File: src/rtl/seg7_pkg.sv
// Shared types and constants for the seven-segment scan display.
package seg7_pkg;

    // All segments off, including DP (outputs are active-low).
    localparam logic [7:0] SEG_BLANK = 8'hFF;

    // One stored digit: hex value, decimal point, and written-since-clear flag.
    typedef struct packed {
        logic [3:0] val;
        logic       dp;
        logic       valid;
    } digit_t;

    // Active-low {A,B,C,D,E,F,G} patterns for hex 0..F.
    localparam logic [6:0] SEG7_PATTERNS [16] = '{
        7'h01, 7'h4F, 7'h12, 7'h06,
        7'h4C, 7'h24, 7'h20, 7'h0F,
        7'h00, 7'h04, 7'h08, 7'h60,
        7'h31, 7'h42, 7'h30, 7'h38
    };

endpackage

File: src/rtl/seg7_scan_display_hex2seg7.sv
// Hex digit to active-low {A..G,DP} decoder. Invalid digits decode to blank.
module hex2seg7
    import seg7_pkg::*;
(
    input  logic [3:0] val_i,
    input  logic       dp_i,
    input  logic       valid_i,
    output logic [7:0] seg_o
);

    // Look up the segment pattern; a never-written digit stays dark.
    always_comb begin
        seg_o = SEG_BLANK;
        if (valid_i) begin
            seg_o = {SEG7_PATTERNS[val_i], ~dp_i};
        end
    end

endmodule

File: src/rtl/seg7_scan_display.sv
// Multi-digit seven-segment controller: addressed digit storage plus a
// free-running prescaler/scan counter that multiplexes the digits onto shared
// segment lines. Segment and anode outputs are registered together so they
// always refer to the same digit.
module seg7_scan_display
    import seg7_pkg::*;
#(
    parameter int N_DIGITS = 8,
    parameter int SCAN_DIV = 100000
) (
    input  logic                        CLK,
    input  logic                        rst,
    input  logic                        wr,
    input  logic [$clog2(N_DIGITS)-1:0] waddr,
    input  logic [3:0]                  wdata,
    input  logic                        wdp,
    input  logic                        clr,
    output logic [7:0]                  out8_7Seg,
    output logic [N_DIGITS-1:0]         out_Anodes
);

    localparam int AW = $clog2(N_DIGITS);
    localparam int PW = $clog2(SCAN_DIV);

    localparam logic [AW:0]   NDIG      = (AW+1)'(N_DIGITS);
    localparam logic [AW-1:0] IDX_MAX   = AW'(N_DIGITS - 1);
    localparam logic [PW-1:0] PRESC_MAX = PW'(SCAN_DIV - 1);
    localparam logic [N_DIGITS-1:0] AN_ONE = {{(N_DIGITS-1){1'b0}}, 1'b1};

    digit_t                digits_q [N_DIGITS];
    digit_t                digits_d [N_DIGITS];
    logic [PW-1:0]         presc_q, presc_d;
    logic [AW-1:0]         idx_q, idx_d;
    logic [7:0]            seg_q, seg_d;
    logic [N_DIGITS-1:0]   an_q, an_d;
    logic                  tick;
    digit_t                cur;

    // Register-file update: clear wins over a same-cycle write; out-of-range
    // addresses are dropped rather than aliased onto a real digit.
    always_comb begin
        digits_d = digits_q;
        if (clr) begin
            for (int i = 0; i < N_DIGITS; i++) begin
                digits_d[i] = '0;
            end
        end else if (wr && ({1'b0, waddr} < NDIG)) begin
            digits_d[waddr] = '{val: wdata, dp: wdp, valid: 1'b1};
        end
    end

    // Prescaler wrap produces the tick that steps the scan index.
    always_comb begin
        tick    = (presc_q == PRESC_MAX);
        presc_d = tick ? '0 : presc_q + 1'b1;
        idx_d   = idx_q;
        if (tick) begin
            idx_d = (idx_q == IDX_MAX) ? '0 : idx_q + 1'b1;
        end
    end

    assign cur = digits_q[idx_q];

    hex2seg7 u_hex2seg7 (
        .val_i   (cur.val),
        .dp_i    (cur.dp),
        .valid_i (cur.valid),
        .seg_o   (seg_d)
    );

    // Anode for the current index, one-hot-low.
    always_comb begin
        an_d = ~(AN_ONE << idx_q);
    end

    // State and output registers; reset darkens the display immediately.
    always_ff @(posedge CLK or negedge rst) begin
        if (!rst) begin
            for (int i = 0; i < N_DIGITS; i++) begin
                digits_q[i] <= '0;
            end
            presc_q <= '0;
            idx_q   <= '0;
            seg_q   <= SEG_BLANK;
            an_q    <= '1;
        end else begin
            digits_q <= digits_d;
            presc_q  <= presc_d;
            idx_q    <= idx_d;
            seg_q    <= seg_d;
            an_q     <= an_d;
        end
    end

    assign out8_7Seg  = seg_q;
    assign out_Anodes = an_q;

endmodule

File: config.mk
export PLATFORM = sky130hd
export DESIGN_NAME = seg7_scan_display
export DESIGN_NICKNAME = d
export VERILOG_FILES = /design/src/rtl/seg7_pkg.sv /design/src/rtl/seg7_scan_display_hex2seg7.sv /design/src/rtl/seg7_scan_display.sv
export SDC_FILE = /design/constraint.sdc
export NUM_CORES = 1
export LEC_CHECK = 0
export ABC_AREA = 1
export CAP_MARGIN = 20
export CORE_ASPECT_RATIO = 0.8
export CORE_MARGIN = 2
export CORE_UTILIZATION = 30
export DETAILED_ROUTE_END_ITERATION = 6
export GPL_ROUTABILITY_DRIVEN = 0
export PLACE_DENSITY = 0.48
export SLEW_MARGIN = 10
export SYNTH_ARGS = -nofsm -noshare
export SYNTH_HDL_FRONTEND = slang
export SYNTH_SLANG_ARGS = --single-unit
File: constraint.sdc
create_clock -name CLK -period 1.58 [get_ports CLK]
set_input_delay 0.316 -clock CLK [delete_from_list [all_inputs] [get_ports CLK]]
set_output_delay 0.316 -clock CLK [all_outputs]
set_load 0.01 [all_outputs]
After elaboration in Yosys (flattened, before gate mapping)
Memory sizes are Yosys's and may differ from the RTL's.
Index checks and enable logic that the tools add are counted.

word-level totals
  register bits after elaboration = 84
  bits in read-only memories = 112
  input bits = 12
  output and inout port bits = 16
  word-level logic and storage cells = 58
  memories = 1

memories
  memory            words  width  rd ports  clocked after memory_dff  write ports  RTL line                          RTL
  (name not given)  16     7      1         0                         0            seg7_scan_display_hex2seg7.sv:15  seg_o = {SEG7_PATTERNS[val_i], ~dp_i};

operators by class
  add/sub/neg operators = 2
  $lt $le $gt $ge = 4
  equality and inequality tests = 2
  shift-type cells = 1
  multiplexer cells = 13
  bitwise logic cells = 5
  reduce and logical (&&, ||, !) cells = 2

operator list
  cell                                                         number
  two-way mux 48 bit                                           2
  bitwise mux 48 bit                                           1
  binary-select mux 6 bit (select 3 bit)                       1
  demux 6 bit (select 3 bit)                                   1
  two-way mux 6 bit                                            3
  adder 17 x 1 -> 17 bit (second input constant)               1
  equality test 17 bit (second input constant)                 1
  two-way mux 17 bit                                           1
  two-way mux 7 bit                                            2
  greater-or-equal comparator 4 bit (second input constant)    2
  two-way mux 8 bit                                            1
  inverter 3 -> 4 bit                                          2
  inverter 8 bit                                               1
  << shifter 1 x 3 -> 8 bit (first input constant)             1
  greater-or-equal comparator 5 bit (second input constant)    1
  inverter 4 -> 5 bit                                          1
  less-than comparator 4 x 1 -> 1 bit (second input constant)  1
  adder 3 x 1 -> 3 bit (second input constant)                 1
  equality test 3 bit (second input constant)                  1
  two-way mux 3 bit                                            1
  nonzero test 2 bit                                           1
  logical AND 1 bit                                            1
  inverter 1 bit                                               1

Logic depth before layout (Yosys ltp)
  depth in word-level cells = 9
  mapped depth = 12
  depth with buffers taken out = 12

By module
A second synthesis with hierarchy kept.

unflattened totals
  cells, all modules = 548
  area, all modules = 4428.0 µm²

modules (own cells, without submodules)
  module             instances  cells an instance  area each (µm²)  seq. area each (µm²)
  seg7_scan_display  1          496                4135.2           2122.0
  hex2seg7           1          52                 292.8            0.0

Worst setup path before layout
No wires, ideal clock.

  path type = reg-to-reg
  start = register idx_q[0]
  end = register seg_q[2], in the netlist out8_7Seg[2]
  library setup time = 0.078 ns
  data arrival time = 1.640 ns
  data required time = 1.502 ns
  path slack = -0.138 ns
  cell stages (with the launch flop) = 13
  path buffers = 1
  period minus slack after synthesis = 1.718 ns
  cells stage by stage = dfrtp_1 -> inv_1 -> buf_4 -> nand2_1 -> nand3_1 -> nand3_1 -> nand2_1 -> inv_1 -> ha_1 -> nand3_1 -> nor2_1 -> nor2_1 -> nand2_1

between the ends
  word-level cells in the longest chain between the ends = 9

RTL lines
  what                                                       RTL line                          RTL
  start: declaration                                         seg7_scan_display.sv:33           logic [AW-1:0] idx_q, idx_d;
  start signal: assignment                                   seg7_scan_display.sv:89           idx_q <= idx_d;
  inverter 3 -> 4 bit (not written as such) (*)              seg7_scan_display.sv:62           assign cur = digits_q[idx_q];
  binary-select mux 6 bit (select 3 bit) (*)                 seg7_scan_display.sv:62
  two-way mux 6 bit (not written as such) (*) (2 in series)  seg7_scan_display.sv:62
  inverter 4 -> 5 bit (not written as such)                  seg7_scan_display_hex2seg7.sv:15
  memory read (16 x 7 bit)                                   n/a
  two-way mux 7 bit (not written as such) (2 in series)      seg7_scan_display_hex2seg7.sv:15
  two-way mux 8 bit (*)                                      seg7_scan_display_hex2seg7.sv:14  if (valid_i) begin
  named net seg_d[2]                                         seg7_scan_display.sv:34           logic [7:0] seg_q, seg_d;
  end signal: assignment                                     seg7_scan_display.sv:90           seg_q <= seg_d;
  end: declaration                                           seg7_scan_display.sv:34

Mark *: on every way through the listed nets, which the timed path passes. The rest lies on a longest branch. The select of a mux whose other input is x is not followed.
A chain may end at the register's enable or synchronous reset.

Worst setup path in the final report
Ends and elaborated chain as after synthesis.

==> results.md <==
* Netlist cell types at 32
* Final setup viols at 7
* Synth warnings at 0
* Synth cell count leaders: 106 x nand2_1, 84 x inv_1, 68 x dfrtp_1, 49 x nand3_1, 36 x o22ai_1
* Hpwl dp at 7630 um
* Static leakage at 2.56 nW
* CTS tree: done
* # IOs at 28
* Syn Inst Count at 503
* Final Skew at 6.47 ps
* Pwr/cell area at 825 nW/um^2
* End point of the critical path: out8_7Seg[2]
* Placed insts at 729
* Nets at 601
* Post-synthesis async set-or-reset flop share at 100%
* Count of pins over their slew limit at 0
* DR WL/cell at about 14 um
* Crit path from: idx_q[0]
* Post-synth top area cell: dfrtp_1
* 1st-iter DRT viols at 146
* H-Tree Depth at 3
* Period minus WS final at 1640 ps
* Maximum clock insertion buffer count at 2
* Max FO, Critical Path at 5
* Maximum vdd drop at 473 uV
* RSZ-0062 raised after global routing: true
* Final Hold Vio Count at 0
* Die height at 110 um
* Vias in the first global route at 3447
* Clock buffer count from CTS at 9
* Clock root buffer: clkbuf_16
* Die Width at about 140 um
* Worst-margin pin slew at 383 ps
* CP max stage cell: dfrtp_2
* WHS at ~430 ps
* Crit-path max cell delay at 490 ps
* Crit Reg-Reg Endpoint: out8_7Seg[2]
* Overflow after GRT at 0
* First-pass GRT wire length at 17300 um
* Setup Crit Path Kind: reg -> reg
* Worst slew margin at 74.5%
* Number of synthesized register bits at 84
* Sequential-to-total area share from yosys stat at 50.3%
* GRT Total Usage at between 10 and 15%
* Yosys top cell area share at 40.3%
* Average cell area after synthesis at 8.40 um^2
* Reg2Reg Depth at 11
* Register-to-register path setup slack at -60 ps
* WL final at between 10000 and 15000 um
* Layout cells sized above 1 at 25.0%
* Synthesized area at 4220 um^2
* Vias per std cell at 4.67
* Routed Antenna Nets at 0
* Synth Flop Type: dfrtp_1
* DR DRC count at 0
* Final worst path period share at 104%
* Start of the worst register-to-register path: idx_q[0]
* Largest net degree at the start of global routing at 40
* Post-route insts no fill at 761
* Syn_nets at 528
* CP endpoint kind: flip-flop
* Synth area leaders: dfrtp_1 40%, dfstp_2 10%, nand2_1 9.4%
* Initial antenna violation count at 0
* Clock-pin slew on the worst setup and hold paths at around 60 ps
* Most common cell in the synthesized netlist: nand2_1
* Status: finished, violations left
* EDFF count, synth at 0
* Area growth, synth to finish at 32.3%
* Startpoint Class: flip-flop
* DRT Pass-1 Iters at 5
* Worst path required time at 1840 ps
* DR vias at 3557
* Clock latency on the worst-skew pair at around 330 ps
* Cells along the critical path: clkbuf_16 -> nand2_2 -> nand3_2 -> nand3_2 -> o21ai_4 -> buf_6 -> ha_4 -> nand3_2 -> nor2_1 -> nor2_1 -> nand2_1
* Final worst setup slack at -56.6 ps
* Arrival time at the worst endpoint at 1900 ps
* Cell mode on critical path: nand3_2
* PortBufs at 27
* Die Area at roughly 15000 um^2
* Max-Cap Viols at 0
* Initial Utilization at 30.9%
* Clock sink count at 84
* Worst hold-check path type: in -> async
* Failing checks: setup timing
* Row count at 38
* ANT cells at 0
* Core area at 13600 um^2
* Fmax at 611 MHz
[kinds of logic after synthesis]
logic type	after synthesis	share of synthesized area (%)
simple gates	217	23.6
compound gates	79	10.7
buf+inv	104	10.3
fa+ha+maj	13	3.85
flops	84	50.3
xor+xnor	6	1.24
[worst max-delay path, delay by kind of cell, from the launching register on]
| kind | cells | cell delay [ps] |
|---|---|---|
| AO/OA/AOI/OAI | 1 | 90 |
| adder cells (fa/ha/maj) | 1 | 160 |
| buffers and inverters | 2 | 310 |
| flip-flops | 1 | 490 |
| AND/OR/NAND/NOR | 7 | 520 |
[routing by layer]
| layer | wire (um) | track usage, % | vias to the layer above |
|---|---|---|---|
| met5 | 0 | 0 | - |
| met4 | 56 | 3.42 | 0 |
| met3 | 355 | 3.75 | 6 |
| met2 | 5160 | 24.7 | 59 |
| met1 | 5090 | 20.0 | 1712 |
| li1 | - | - | 1780 |
[flip-flops by register name, summed over array words and instances, names as in the netlist]
register    flops
digits_q       48
out8_7Seg       8
idx_q           3
presc_q        17
out_Anodes      8
[per-stage QoR]
| step | TNS (ps) | area, um^2 | power [W] | util [%] | setup WS (ps) |
|---|---|---|---|---|---|
| 2_1_floorplan | -7.39 | 4250 | 0.00237 | - | -7.39 |
| 3_3_place_gp | -2530 | 4940 | 0.00253 | 36.2 | -119 |
| 3_5_place_dp | -2780 | 4940 | 0.00253 | 36.2 | -105 |
| 4_1_cts | -195 | 5300 | 0.00467 | 38.8 | -49.5 |
| 5_1_grt | -1110 | 5590 | 0.00482 | 40.9 | -162 |
| 6_report | -259 | 5590 | 0.00461 | 40.9 | -56.6 |
[worst min-delay path by stage]
stage	endpoint	from	cells after the start	slack, ps
finish	presc_q[4]	rst	2	430
global route	presc_q[4]	rst	2	470
CTS	digits_q[24]	rst	2	440
detailed placement	digits_q[24]	rst	1	260
global placement	digits_q[24]	rst	1	260
floorplan	digits_q[0]	rst	0	20
[where the power goes]
part | internal [W] | leakage [nW] | switching (W)
sequential | 0.00219 | 1.10 | 0.00000987
clock | 0.00127 | 0.147 | 0.000849
combinational | 0.000107 | 1.32 | 0.000189
[layout by cell type, fill, tap and decap left out, types with 12 or more instances in the layout]
| cell type | Yosys | layout |
|---|---|---|
| nor2_1 | 31 | 31 |
| nand2_1 | 106 | 94 |
| inv_1 | 84 | 80 |
| buf_4 | 1 | 38 |
| nand3_2 | 8 | 23 |
| dlygate4sd2_1 | 0 | 16 |
| nand3_1 | 49 | 30 |
| a21oi_1 | 18 | 18 |
| o22ai_1 | 36 | 36 |
| dfstp_2 | 16 | 16 |
| nand2_2 | 5 | 14 |
| o21ai_0 | 14 | 12 |
| dfrtp_1 | 68 | 67 |
[area by class of cell]
| type | count | area [um^2] |
|---|---|---|
| Clock buffer | 12 | 246 |
| Clock inverter | 4 | 48.8 |
| Fill cell | 1334 | 8060 |
| Inverter | 92 | 355 |
| Multi-Input combinational cell | 315 | 1890 |
| Sequential cell | 84 | 2120 |
| Tap cell | 180 | 225 |
| Timing Repair Buffer | 73 | 691 |
| Timing Repair inverter | 1 | 6.26 |
[timing repair]
| action | in CTS | in global routing |
|---|---|---|
| cloned | 1 | 2 |
| endpoints found under the setup margin | 24 | 14 |
| endpoints found under the hold margin | 22 | 0 |
| hold buffers | 1 | 0 |
| pin swaps | 3 | 16 |
| setup buffers | 4 | 8 |
| gates resized for setup | 19 | 51 |
No activity file was read; power rests on OpenSTA's default activity.
==> RTL edit (config.mk and constraints unchanged) <==
Make the reset (`rst`) synchronous in one clocked block.
--- a/src/rtl/seg7_scan_display.sv
+++ b/src/rtl/seg7_scan_display.sv
@@ -74,7 +74,7 @@
     end
 
     // State and output registers; reset darkens the display immediately.
-    always_ff @(posedge CLK or negedge rst) begin
+    always_ff @(posedge CLK) begin
         if (!rst) begin
             for (int i = 0; i < N_DIGITS; i++) begin
                 digits_q[i] <= '0;
Behaviour: differs if rst is asserted again (counterexample within 4 cycles, from zero or initial values and one cycle with rst low); with rst held inactive, the same outputs for 10 cycles.
==> RTL edit against the unedited design <==
- the run still ends with setup timing left
- setup slack improved by 0.021 ns
- via count rose by 0.90%
- clock power rose by 3%
- sequential cell count did not move
- synthesized cell count rose by 6.8%
- area after synthesis fell by 5.7%
- cell area fell by 6.7%
- global-route usage rose by 0.74 points
- power fell by 1.1%
- routed wire length fell by 2.4%
- critical endpoint is now out8_7Seg[4]
==> RTL edit: results <==
export IMPL_status="finished, violations left"
export IMPL_violations="setup timing"
export IMPL_max_slew_worst_pin_slew_ns=0.411
export IMPL_grt_pass1_wl_um=17500
export IMPL_synth_top_cells_by_count="109 x nand2_1, 86 x nor2_1, 84 x dfxtp_1"
export IMPL_hpwlAfterDp_um=7330
export IMPL_hold_class="reg2reg"
export IMPL_synth_cells=537
export IMPL_final_cells=779
export IMPL_place_ws_ns=-0.166
export IMPL_wirelength_um=10400
export IMPL_synthesis_nets=562
export IMPL_ir_worst_vdd_mv=0.498
export IMPL_firstDrtPassIters=4
export IMPL_setup_ws_ns=-0.0351
export IMPL_setup_viol=5
export IMPL_synth_area_leaders="dfxtp_1 42%, nand2_1 10%, nor2_1 8.1%, a211oi_1 6.0%, inv_1 5.8%"
export IMPL_fin_tns_setup_ns=-0.108
export IMPL_power_leakage_nw=1.95
export IMPL_critPathMaxStageDelay_ns=0.40
export IMPL_grt_use_total=0.157
export IMPL_placed_cells=757
export IMPL_ys_seq_area_frac=0.423
export IMPL_cp_slowest_cell="dfxtp_4"
export IMPL_fin_skew_ns=0.00623
export IMPL_synthDistinctLibCells=37
## RTL edit: changes by cell type after synthesis, moves of 14 or more
| cell | unedited run | this run |
|---|---|---|
| nor2_1 | 31 | 86 |
| o22ai_1 | 36 | 0 |
| dfrtp_1 | 68 | 0 |
| nand3_1 | 49 | 35 |
| dfxtp_1 | 0 | 84 |
| dfstp_2 | 16 | 0 |
| inv_1 | 84 | 62 |
| a211oi_1 | 0 | 32 |
## RTL edit: timing repair
item | CTS | global route
gates cloned | 0 | 0
buffers inserted | 5 | 1
hold endpoints to repair | 0 | 0
setup endpoints to repair | 6 | 29
pin swaps | 10 | 20
resized for setup | 20 | 33
## RTL edit: power groups by stage
stage / sequential, mW / clock [mW] / combinational, mW
after CTS: 2.15 / 2.26 / 0.220
after floorplan: 2.20 / 0 / 0.123
after detailed placement: 2.20 / 0 / 0.216
after global routing: 2.15 / 2.35 / 0.246
after global placement: 2.20 / 0 / 0.215
final: 2.15 / 2.19 / 0.222
## RTL edit: layer usage
layer,vias to the layer above,track usage,routed length (um)
met5,-,0,0
met4,0,0.0476,146
met3,16,0.0435,414
met2,61,0.231,4430
met1,1656,0.223,5410
li1,1856,-,-
## RTL edit: cell families (layout without fill, tap and decap cells)
kind of cell / after synthesis / count (layout) / synth area share
adder cells (fa/ha/maj): 13 / 13 / 0.0409
AO/OA/AOI/OAI: 74 / 74 / 0.119
AND/OR/NAND/NOR: 269 / 269 / 0.303
buffers and inverters: 93 / 160 / 0.106
XOR/XNOR: 4 / 4 / 0.00880
flip-flops: 84 / 84 / 0.423
## RTL edit: layout make-up
cell class / instances / area, um2
Multi-Input combinational cell: 360 / 2080
Inverter: 73 / 282
Clock buffer: 9 / 225
Sequential cell: 84 / 1690
Fill cell: 1330 / 7700
Clock inverter: 7 / 82.6
Timing Repair Buffer: 71 / 641
Tap cell: 175 / 219
## RTL edit: worst paths after layout
check                                     to  slack [ns]  startpoint
worst max-delay path            out8_7Seg[4]       -0.04    idx_q[0]
worst min-delay path              presc_q[0]        0.45  presc_q[0]
worst max register to register  out8_7Seg[4]       -0.04    idx_q[0]
worst min register to register    presc_q[0]        0.45  presc_q[0]
